File: src/rtl/posit_align_add_pipe.sv
// Posit align-and-add: order operands, align the smaller one, add or subtract.
// Emits an unnormalised sum with carry and sticky for the normalise stage.
module posit_align_add_pipe #(
    parameter int N  = 8,
    parameter int ES = 3,
    parameter int RS = $clog2(N),
    parameter int MW = N - ES + 3,
    parameter int LW = ES + RS + 1
) (
    input  logic          clk,
    input  logic          reset,
    input  logic          in_valid,
    output logic          in_ready,
    input  logic          op_sub,
    input  logic          sign1,
    input  logic          sign2,
    input  logic [RS:0]   regime1,
    input  logic [RS:0]   regime2,
    input  logic [ES-1:0] exp1,
    input  logic [ES-1:0] exp2,
    input  logic [MW-1:0] mant1,
    input  logic [MW-1:0] mant2,
    input  logic          zero1,
    input  logic          zero2,
    output logic          out_valid,
    input  logic          out_ready,
    output logic          out_sign,
    output logic [LW-1:0] out_le,
    output logic [MW:0]   out_mant,
    output logic          out_sticky,
    output logic          out_zero,
    output logic [LW-1:0] out_ediff
);

    typedef struct packed {
        logic          sign_b;
        logic          sign_s;
        logic          zero_b;
        logic          zero_s;
        logic [LW-1:0] le_b;
        logic [LW-1:0] le_s;
        logic [MW-1:0] mant_b;
        logic [MW-1:0] mant_s;
    } ord_t;

    typedef struct packed {
        logic          sign_b;
        logic          sign_s;
        logic          zero_b;
        logic          sticky;
        logic [LW-1:0] le_b;
        logic [LW-1:0] ediff;
        logic [MW-1:0] mant_b;
        logic [MW-1:0] mant_sh;
    } aln_t;

    logic v1, v2, v3;
    logic ready1, ready2, ready3;
    ord_t s1_d, s1_q;
    aln_t s2_d, s2_q;

    assign ready3    = !v3 || out_ready;
    assign ready2    = !v2 || ready3;
    assign ready1    = !v1 || ready2;
    assign in_ready  = ready1;
    assign out_valid = v3;

    logic signed [LW-1:0] le1, le2;
    logic                 eff_sign2;
    logic                 one_big;

    // LE = regime * 2^ES + exp is just the concatenation.
    assign le1       = $signed({regime1, exp1});
    assign le2       = $signed({regime2, exp2});
    assign eff_sign2 = sign2 ^ op_sub;

    always_comb begin
        one_big = 1'b1;
        if (zero2)
            one_big = 1'b1;
        else if (zero1)
            one_big = 1'b0;
        else if (le1 != le2)
            one_big = le1 > le2;
        else
            one_big = mant1 >= mant2;
    end

    always_comb begin
        s1_d = '0;
        if (one_big) begin
            s1_d.sign_b = sign1;
            s1_d.zero_b = zero1;
            s1_d.le_b   = le1;
            s1_d.mant_b = mant1;
            s1_d.sign_s = eff_sign2;
            s1_d.zero_s = zero2;
            s1_d.le_s   = le2;
            s1_d.mant_s = mant2;
        end else begin
            s1_d.sign_b = eff_sign2;
            s1_d.zero_b = zero2;
            s1_d.le_b   = le2;
            s1_d.mant_b = mant2;
            s1_d.sign_s = sign1;
            s1_d.zero_s = zero1;
            s1_d.le_s   = le1;
            s1_d.mant_s = mant1;
        end
    end

    always_ff @(posedge clk) begin
        if (reset) begin
            v1   <= 1'b0;
            s1_q <= '0;
        end else if (ready1) begin
            v1 <= in_valid;
            if (in_valid)
                s1_q <= s1_d;
        end
    end

    logic [LW-1:0] diff;
    logic [MW-1:0] lost_mask;

    // Difference of two signed LW values ordered B >= S fits LW unsigned bits.
    assign diff      = s1_q.le_b - s1_q.le_s;
    assign lost_mask = ~({MW{1'b1}} << diff);

    always_comb begin
        s2_d        = '0;
        s2_d.sign_b = s1_q.sign_b;
        s2_d.sign_s = s1_q.sign_s;
        s2_d.zero_b = s1_q.zero_b;
        s2_d.le_b   = s1_q.le_b;
        s2_d.mant_b = s1_q.mant_b;
        if (s1_q.zero_s) begin
            s2_d.ediff   = '0;
            s2_d.mant_sh = '0;
            s2_d.sticky  = 1'b0;
        end else if (int'(diff) >= MW) begin
            s2_d.ediff   = diff;
            s2_d.mant_sh = '0;
            s2_d.sticky  = |s1_q.mant_s;
        end else begin
            s2_d.ediff   = diff;
            s2_d.mant_sh = s1_q.mant_s >> diff;
            s2_d.sticky  = |(s1_q.mant_s & lost_mask);
        end
    end

    always_ff @(posedge clk) begin
        if (reset) begin
            v2   <= 1'b0;
            s2_q <= '0;
        end else if (ready2) begin
            v2 <= v1;
            if (v1)
                s2_q <= s2_d;
        end
    end

    logic          eff_sub;
    logic [MW:0]   sum;
    logic          zero_res;

    assign eff_sub = s2_q.sign_b ^ s2_q.sign_s;

    // B >= S by construction, so the difference cannot underflow.
    always_comb begin
        if (eff_sub)
            sum = {1'b0, s2_q.mant_b} - {1'b0, s2_q.mant_sh};
        else
            sum = {1'b0, s2_q.mant_b} + {1'b0, s2_q.mant_sh};
    end

    assign zero_res = s2_q.zero_b || (eff_sub && (sum == '0));

    always_ff @(posedge clk) begin
        if (reset) begin
            v3         <= 1'b0;
            out_sign   <= 1'b0;
            out_le     <= '0;
            out_mant   <= '0;
            out_sticky <= 1'b0;
            out_zero   <= 1'b0;
            out_ediff  <= '0;
        end else if (ready3) begin
            v3 <= v2;
            if (v2) begin
                out_ediff <= s2_q.ediff;
                if (zero_res) begin
                    out_sign   <= 1'b0;
                    out_le     <= '0;
                    out_mant   <= '0;
                    out_sticky <= 1'b0;
                    out_zero   <= 1'b1;
                end else begin
                    out_sign   <= s2_q.sign_b;
                    out_le     <= s2_q.le_b;
                    out_mant   <= sum;
                    out_sticky <= s2_q.sticky;
                    out_zero   <= 1'b0;
                end
            end
        end
    end

endmodule

File: config.mk
export PLATFORM = sky130hd
export DESIGN_NAME = posit_align_add_pipe
export DESIGN_NICKNAME = d
export VERILOG_FILES = /design/src/rtl/posit_align_add_pipe.sv
export SDC_FILE = /design/constraint.sdc
export NUM_CORES = 1
export LEC_CHECK = 0
export BUFFER_PORTS_ARGS = -buffer_cell sky130_fd_sc_hd__buf_2
export CORE_ASPECT_RATIO = 1.1
export CORE_MARGIN = 4
export CORE_UTILIZATION = 50
export CTS_CLUSTER_DIAMETER = 120
export DETAILED_ROUTE_END_ITERATION = 10
export PLACE_DENSITY = 0.82
export SLEW_MARGIN = 20
export SYNTH_ARGS = -nofsm -noshare
export SYNTH_HDL_FRONTEND = slang
export SYNTH_SLANG_ARGS = --single-unit
export TNS_END_PERCENT = 50
File: constraint.sdc
create_clock -name clk -period 2.7 [get_ports clk]
set_clock_uncertainty 0.15 [all_clocks]
set_input_delay 0.135 -clock clk [delete_from_list [all_inputs] [get_ports clk]]
set_output_delay 0.135 -clock clk [all_outputs]
set_load 0.05 [all_outputs]
**Word-level counts from Yosys, hierarchy flattened**

Cells that the tools add are included.

- Word-level logic and storage cells: 67
- Bits of input ports: 39
- Register bits after elaboration: 97
- Output and inout bits: 28

- Reduce and logical (&&, ||, !) cells: 14
- Eq/ne operators: 1
- Mux-type cells: 15
- Bitwise gates (word level): 4
- Order comparisons: 3
- Shift-type cells: 2
- $add $sub $neg: 3

Operator list:

| kind | number |
|---|---|
| two-way mux 34 bit | 1 |
| two-way mux 9 bit | 2 |
| two-way mux 8 bit | 2 |
| OR reduction 8 bit | 2 |
| two-way mux 7 bit | 2 |
| adder 8 x 8 -> 9 bit | 1 |
| logical NOT 9 bit | 1 |
| subtractor 8 x 8 -> 9 bit | 1 |
| bitwise AND 8 bit | 1 |
| >= comparator 8 bit | 1 |
| two-way mux 1 bit | 8 |
| NOT 8 bit | 1 |
| left shift 8 x 7 -> 8 bit, first input constant | 1 |
| >> shifter 8 x 7 -> 8 bit | 1 |
| >= comparator 7 x 4 -> 1 bit, second input constant | 1 |
| > comparator 7 bit | 1 |
| inequality test 7 bit | 1 |
| subtractor 7 bit | 1 |
| AND reduction 2 bit | 3 |
| logical OR 1 bit | 4 |
| logical NOT 1 bit | 3 |
| bitwise XOR 1 bit | 2 |
| logical AND 1 bit | 1 |

**Depth between registers and ports, before layout**

- Depth after elaboration: 7
- Gate-level depth with buffers: 11
- Mapped depth without buffers: 11

**Worst setup path before layout**

OpenSTA, ideal clock, no wires.

- Path type: register to register
- Start point: register s2_q[33] (netlist bit)
- End point: register out_le[2]
- Period minus slack after synthesis: 2853 ps
- Data required time: 2433 ps
- Setup time: 117 ps
- Stages on the path, launching flop included: 10
- Path buffers: 0
- Path slack: -153 ps
- Arrival: 2585 ps
- Path through: dfxtp_1 > xor2_2 > mux2i_1 > fa_1 > a211oi_1 > nor2_1 > xor2_1 > nor4_1 > nand4b_2 > a32o_1

- Cells in the longest elaborated chain, start to end: 6

RTL lines:

| what | RTL line | text |
|---|---|---|
| start, declared | 60 | `aln_t s2_d, s2_q;` |
| start signal, assigned | 155 | `s2_q <= '0;` |
| start signal, assigned | 159 | `s2_q <= s2_d;` |
| bitwise XOR 1 bit (*) | 167 | `assign eff_sub = s2_q.sign_b ^ s2_q.sign_s;` |
| two-way mux 9 bit | 171 | `if (eff_sub)` |
| logical NOT 9 bit | 177 | `assign zero_res = s2_q.zero_b \|\| (eff_sub && (sum == '0));` |
| logical AND 1 bit (*) | 177 |  |
| logical OR 1 bit (*) | 177 |  |
| two-way mux 7 bit (*) | 192 | `if (zero_res) begin` |
| end signal, assigned | 200 | `out_le <= s2_q.le_b;` |
| end, declared | 28 | `output logic [LW-1:0] out_le,` |

Every way passes the cells marked *; elsewhere a longest branch is shown, timed or not.
A chain may end at the register's enable or synchronous reset.

**Worst setup path after layout**

- Start point: register s2_q[33] (netlist bit)
- End point: register out_le[0]

The elaborated chain is that of the path after synthesis.

==> summary by stage <==
Detailed routing
The total detailed-routing wirelength is 15100 µm. After detailed routing, the number of remaining DRC violations is 0. Once detail routing completed, the nets flagged for antenna violations numbered 0.

Across all layers, the routed design uses 5169 vias. Before antenna repair, the detailed router went through 7 iterations. The first routing iteration left 409 violations. After detailed routing, the average wire length per cell comes to 16.9 µm. The average via count per standard cell is 5.79.

Logic synthesis
The synthesized design devotes to its leading area cell type 37.1% of total area. The dominant combinational cell family by area after synthesis is compound AO/OA/AOI/OAI gates. The mux share of post-synthesis cell area is 7.97%.

The warning count from the yosys run is 0. The count of flip-flops with a built-in enable after synthesis is 0. The most used flip-flop cell after synthesis is sky130_fd_sc_hd__dfxtp_1. After synthesis, flip-flops and latches occupy 37.1% of the total area. The adder-cell area share of the yosys netlist is 7.94%. The post-synthesis xor/xnor area fraction is 3.66%.

The synthesis-stage register bit count is 97. The async set-or-reset flop fraction in the synthesized netlist is 0%. Of the total synthesized cell area, the portion taken by AND, OR, NAND and NOR gates is 15.2%. The synthesized instance count is 618. The cell area after synthesis is 5230 µm².

In this run, distinct cell masters in the synthesized netlist total 63. The number of nets produced by synthesis is 689. The mean post-synth cell area is 8.46 µm².

Sorting the synthesized cells by area gives the leading types as sky130_fd_sc_hd__dfxtp_1 (37%), sky130_fd_sc_hd__a21oi_1 (7.8%), sky130_fd_sc_hd__ha_1 (7.2%). The largest area contributor in the synthesized netlist is sky130_fd_sc_hd__dfxtp_1. The synthesized-area fraction occupied by ao, oa, aoi and oai cells is 22.0%.

CTS
Clock-pin slew was measured on the worst setup and hold paths at 0.09 ns. TritonCTS created 9 clock buffers. At the later pin of the worst-skew pair, clock insertion delay measures 0.37 ns. The number of clock sinks is 97. The cell sitting at the root of the clock tree is a sky130_fd_sc_hd__clkbuf_8. The H-tree generated during clock tree synthesis spans 3 levels. The maximum buffer depth of the clock tree is 2. TritonCTS built the clock tree.

Setup path
The data arrival at the endpoint of the critical path is 3.10 ns. The startpoint identified for the worst register-to-register timing path is s2_q[33]. The kind of critical path is reg2reg.

Traced cell by cell, the critical path runs through xor2_4, buf_12, buf_6, a31oi_4, xnor2_2, ha_2, nor3_1, nand2b_1, o21ai_0, xnor2_1, nand4b_1, buf_4, a32o_1. The cell family contributing the most delay on the critical path is compound AO/OA/AOI/OAI gates. The worst setup path is launched from a register. The data required time of the worst path is 2.82 ns.

The kind of end point of the critical path is a register. The beginning of the critical path is s2_q[33]. The critical-path cell with the highest stage delay is sky130_fd_sc_hd__dfxtp_4. The biggest fanout along the worst timing path is 7. For this run, the slowest stage of the critical path takes 0.38 ns. The buffering stage count on the worst path with inverters included is 3.

Timing
The maximum operating frequency is 335 MHz. The count of pins over their slew limit is 0. The normalized max-slew margin is 32.9%. The final critical delay including setup and external delays is 2.98 ns. Summed over all failing endpoints, the final setup total negative slack is -2.40 ns. The worst path uses 110% of the clock period. At the pin with the least slew margin, the transition time is 1.00 ns.

The setup-violating endpoint count in the final report is 12. Setup repair after global routing could not meet its margin everywhere. Setup slack on the critical path of the routed design comes to -0.281 ns. The number of hold violations in the final report is 0.

Floorplan
The die footprint is 12200 µm². Measured along the x axis, the die boundary spans 106 µm. The floorplan step defined a core boundary enclosing 10000 µm².

The starting utilization of the core area is 52.1%. The chip height is 115 µm. In this run the count of I/O pins placed on the die edge is 67. The number of rows created at floorplan is 38.

Global routing
Entering global routing, the biggest net connects 63 pins. Summed over all layers, the global routing overflow is 0. The via count of the first global-routing pass is 5029.

The number of antenna violations at the first check in global routing is 0. The first-pass GRT wire length is 24000 µm. The global-route usage over all layers is 24.1%.

Worst hold path
In this run the most critical hold path is launched from sign2. The min-delay analysis places its worst path in the category in2reg.

Final layout
In the final layout, the share of cells above drive strength 1 is 24.9%. The number of antenna cells inserted is 0. From synthesis to final layout, the design area changed by 31.3%. The final design instance area without fill is 6870 µm².

The count of non-filler cells in the finished layout is 892. The most frequent standard cell in the layout excluding fill and tap cells is sky130_fd_sc_hd__dfxtp_1. In the layout the commonest cells are sky130_fd_sc_hd__dfxtp_1 (91), sky130_fd_sc_hd__a21oi_1 (75), sky130_fd_sc_hd__nand2_1 (72), sky130_fd_sc_hd__buf_2 (66), sky130_fd_sc_hd__buf_4 (43). The net count of the finished layout is 818. The layout has 719 filler cells.

Placed design
The wire-length estimate of the detail-placed layout is 9870 µm. The placed instance area is 5910 µm². Buffers placed on the I/O ports in this run total 66. OpenSTA, run right after detailed placement, puts the worst setup slack at -0.299 ns.

The final weighted congestion of routability-driven global placement is 0.910. The cell count after placement is 826.

Run status
The flow ran to the end, but the final reports show violations. The checks that failed: negative setup slack.

Run
Max-cap violations in this run came to 0.

Pwr
VDD sags by at most 0.304 mV. Power spread over the standard cell area amounts to 548 nW/µm². The leakage dissipation is 2.91 nW.
==> final timing paths <==
kind                 endpoint  slack [ns]  cells after the start
setup / recovery    out_le[0]       -0.28                     13
hold / removal       s1_q[33]        0.02                      4
setup reg to reg    out_le[0]       -0.28                     13
hold reg to reg   out_mant[5]        0.30                      2
==> flip-flops by register name, summed over array words and instances, names as in the netlist <==
register	flops
out_le	7
out_mant	9
v1	1
out_valid	1
s2_q	34
out_ediff	7
v2	1
out_sign	1
out_sticky	1
out_zero	1
s1_q	34
==> layout make-up <==
type	instances	area, µm²	share of cell area [%]
Timing Repair Buffer	153	1160	17.0
Tap cell	140	175	2.55
Multi-Input combinational cell	450	3210	46.7
Clock buffer	10	138	2.00
Clock inverter	6	88.8	1.29
Inverter	36	135	1.97
Sequential cell	97	1960	28.5
==> Yosys cell counts, drive strengths merged (3+ instances only) <==
cell    number
dfxtp       97
a21oi       82
nand2       72
o21ai       46
nor2        37
inv         36
mux2i       36
ha          30
clkbuf      24
buf         12
xnor2       12
nor3        11
a32o        10
nand4        9
xor2         9
a31oi        8
a211oi       7
nand2b       7
nand3        7
nor4         7
a21o         5
a22o         4
a32oi        4
nor2b        4
a22oi        3
and2         3
mux2         3
o31ai        3
==> logic make-up (layout without fill, tap and decap cells) <==
| kind of cell | after synthesis | after routing |
|---|---|---|
| xor+xnor | 21 | 21 |
| simple gates | 169 | 170 |
| mux | 40 | 40 |
| flops | 97 | 97 |
| buf+inv | 72 | 205 |
| compound gates | 187 | 187 |
| fa+ha+maj | 32 | 32 |
==> per-layer routing <==
| layer | GRT usage, % | wire length (µm) |
|---|---|---|
| met5 | 0 | 0 |
| met4 | 10.0 | 543 |
| met3 | 2.98 | 904 |
| met2 | 45.0 | 7760 |
| met1 | 27.9 | 5880 |
==> per-stage QoR <==
step	utilization (%)	hold slack [ns]	power, W
6_report	68.4	0.0238	0.00376
3_5_place_dp	58.9	0.287	0.00251
5_1_grt	68.4	0.0421	0.00394
2_1_floorplan	-	0.136	0.00221
4_1_cts	66.1	0.0154	0.00364
3_3_place_gp	58.9	0.279	0.00247
==> power breakdown <==
group / switching [W] / total [W] / internal (W)
sequential: 0.0000606 / 0.00156 / 0.00150
combinational: 0.000603 / 0.00114 / 0.000538
clock: 0.000516 / 0.00106 / 0.000548
==> worst min-delay path, delay by kind of cell <==
family          cells  cell delay (ns)
mux                 1             0.14
buf+inv             1             0.08
compound gates      1             0.08
xor+xnor            1             0.07
==> timing repair <==
item | 4_1_cts | 5_1_grt
setup buffers | 5 | 5
gates resized for setup | 12 | 32
endpoints found under the hold margin | 44 | 0
cloned | 1 | 2
hold buffers | 37 | 0
setup endpoints to repair | 11 | 46
pin swaps | 16 | 24
(Power assumes the default switching activity.)
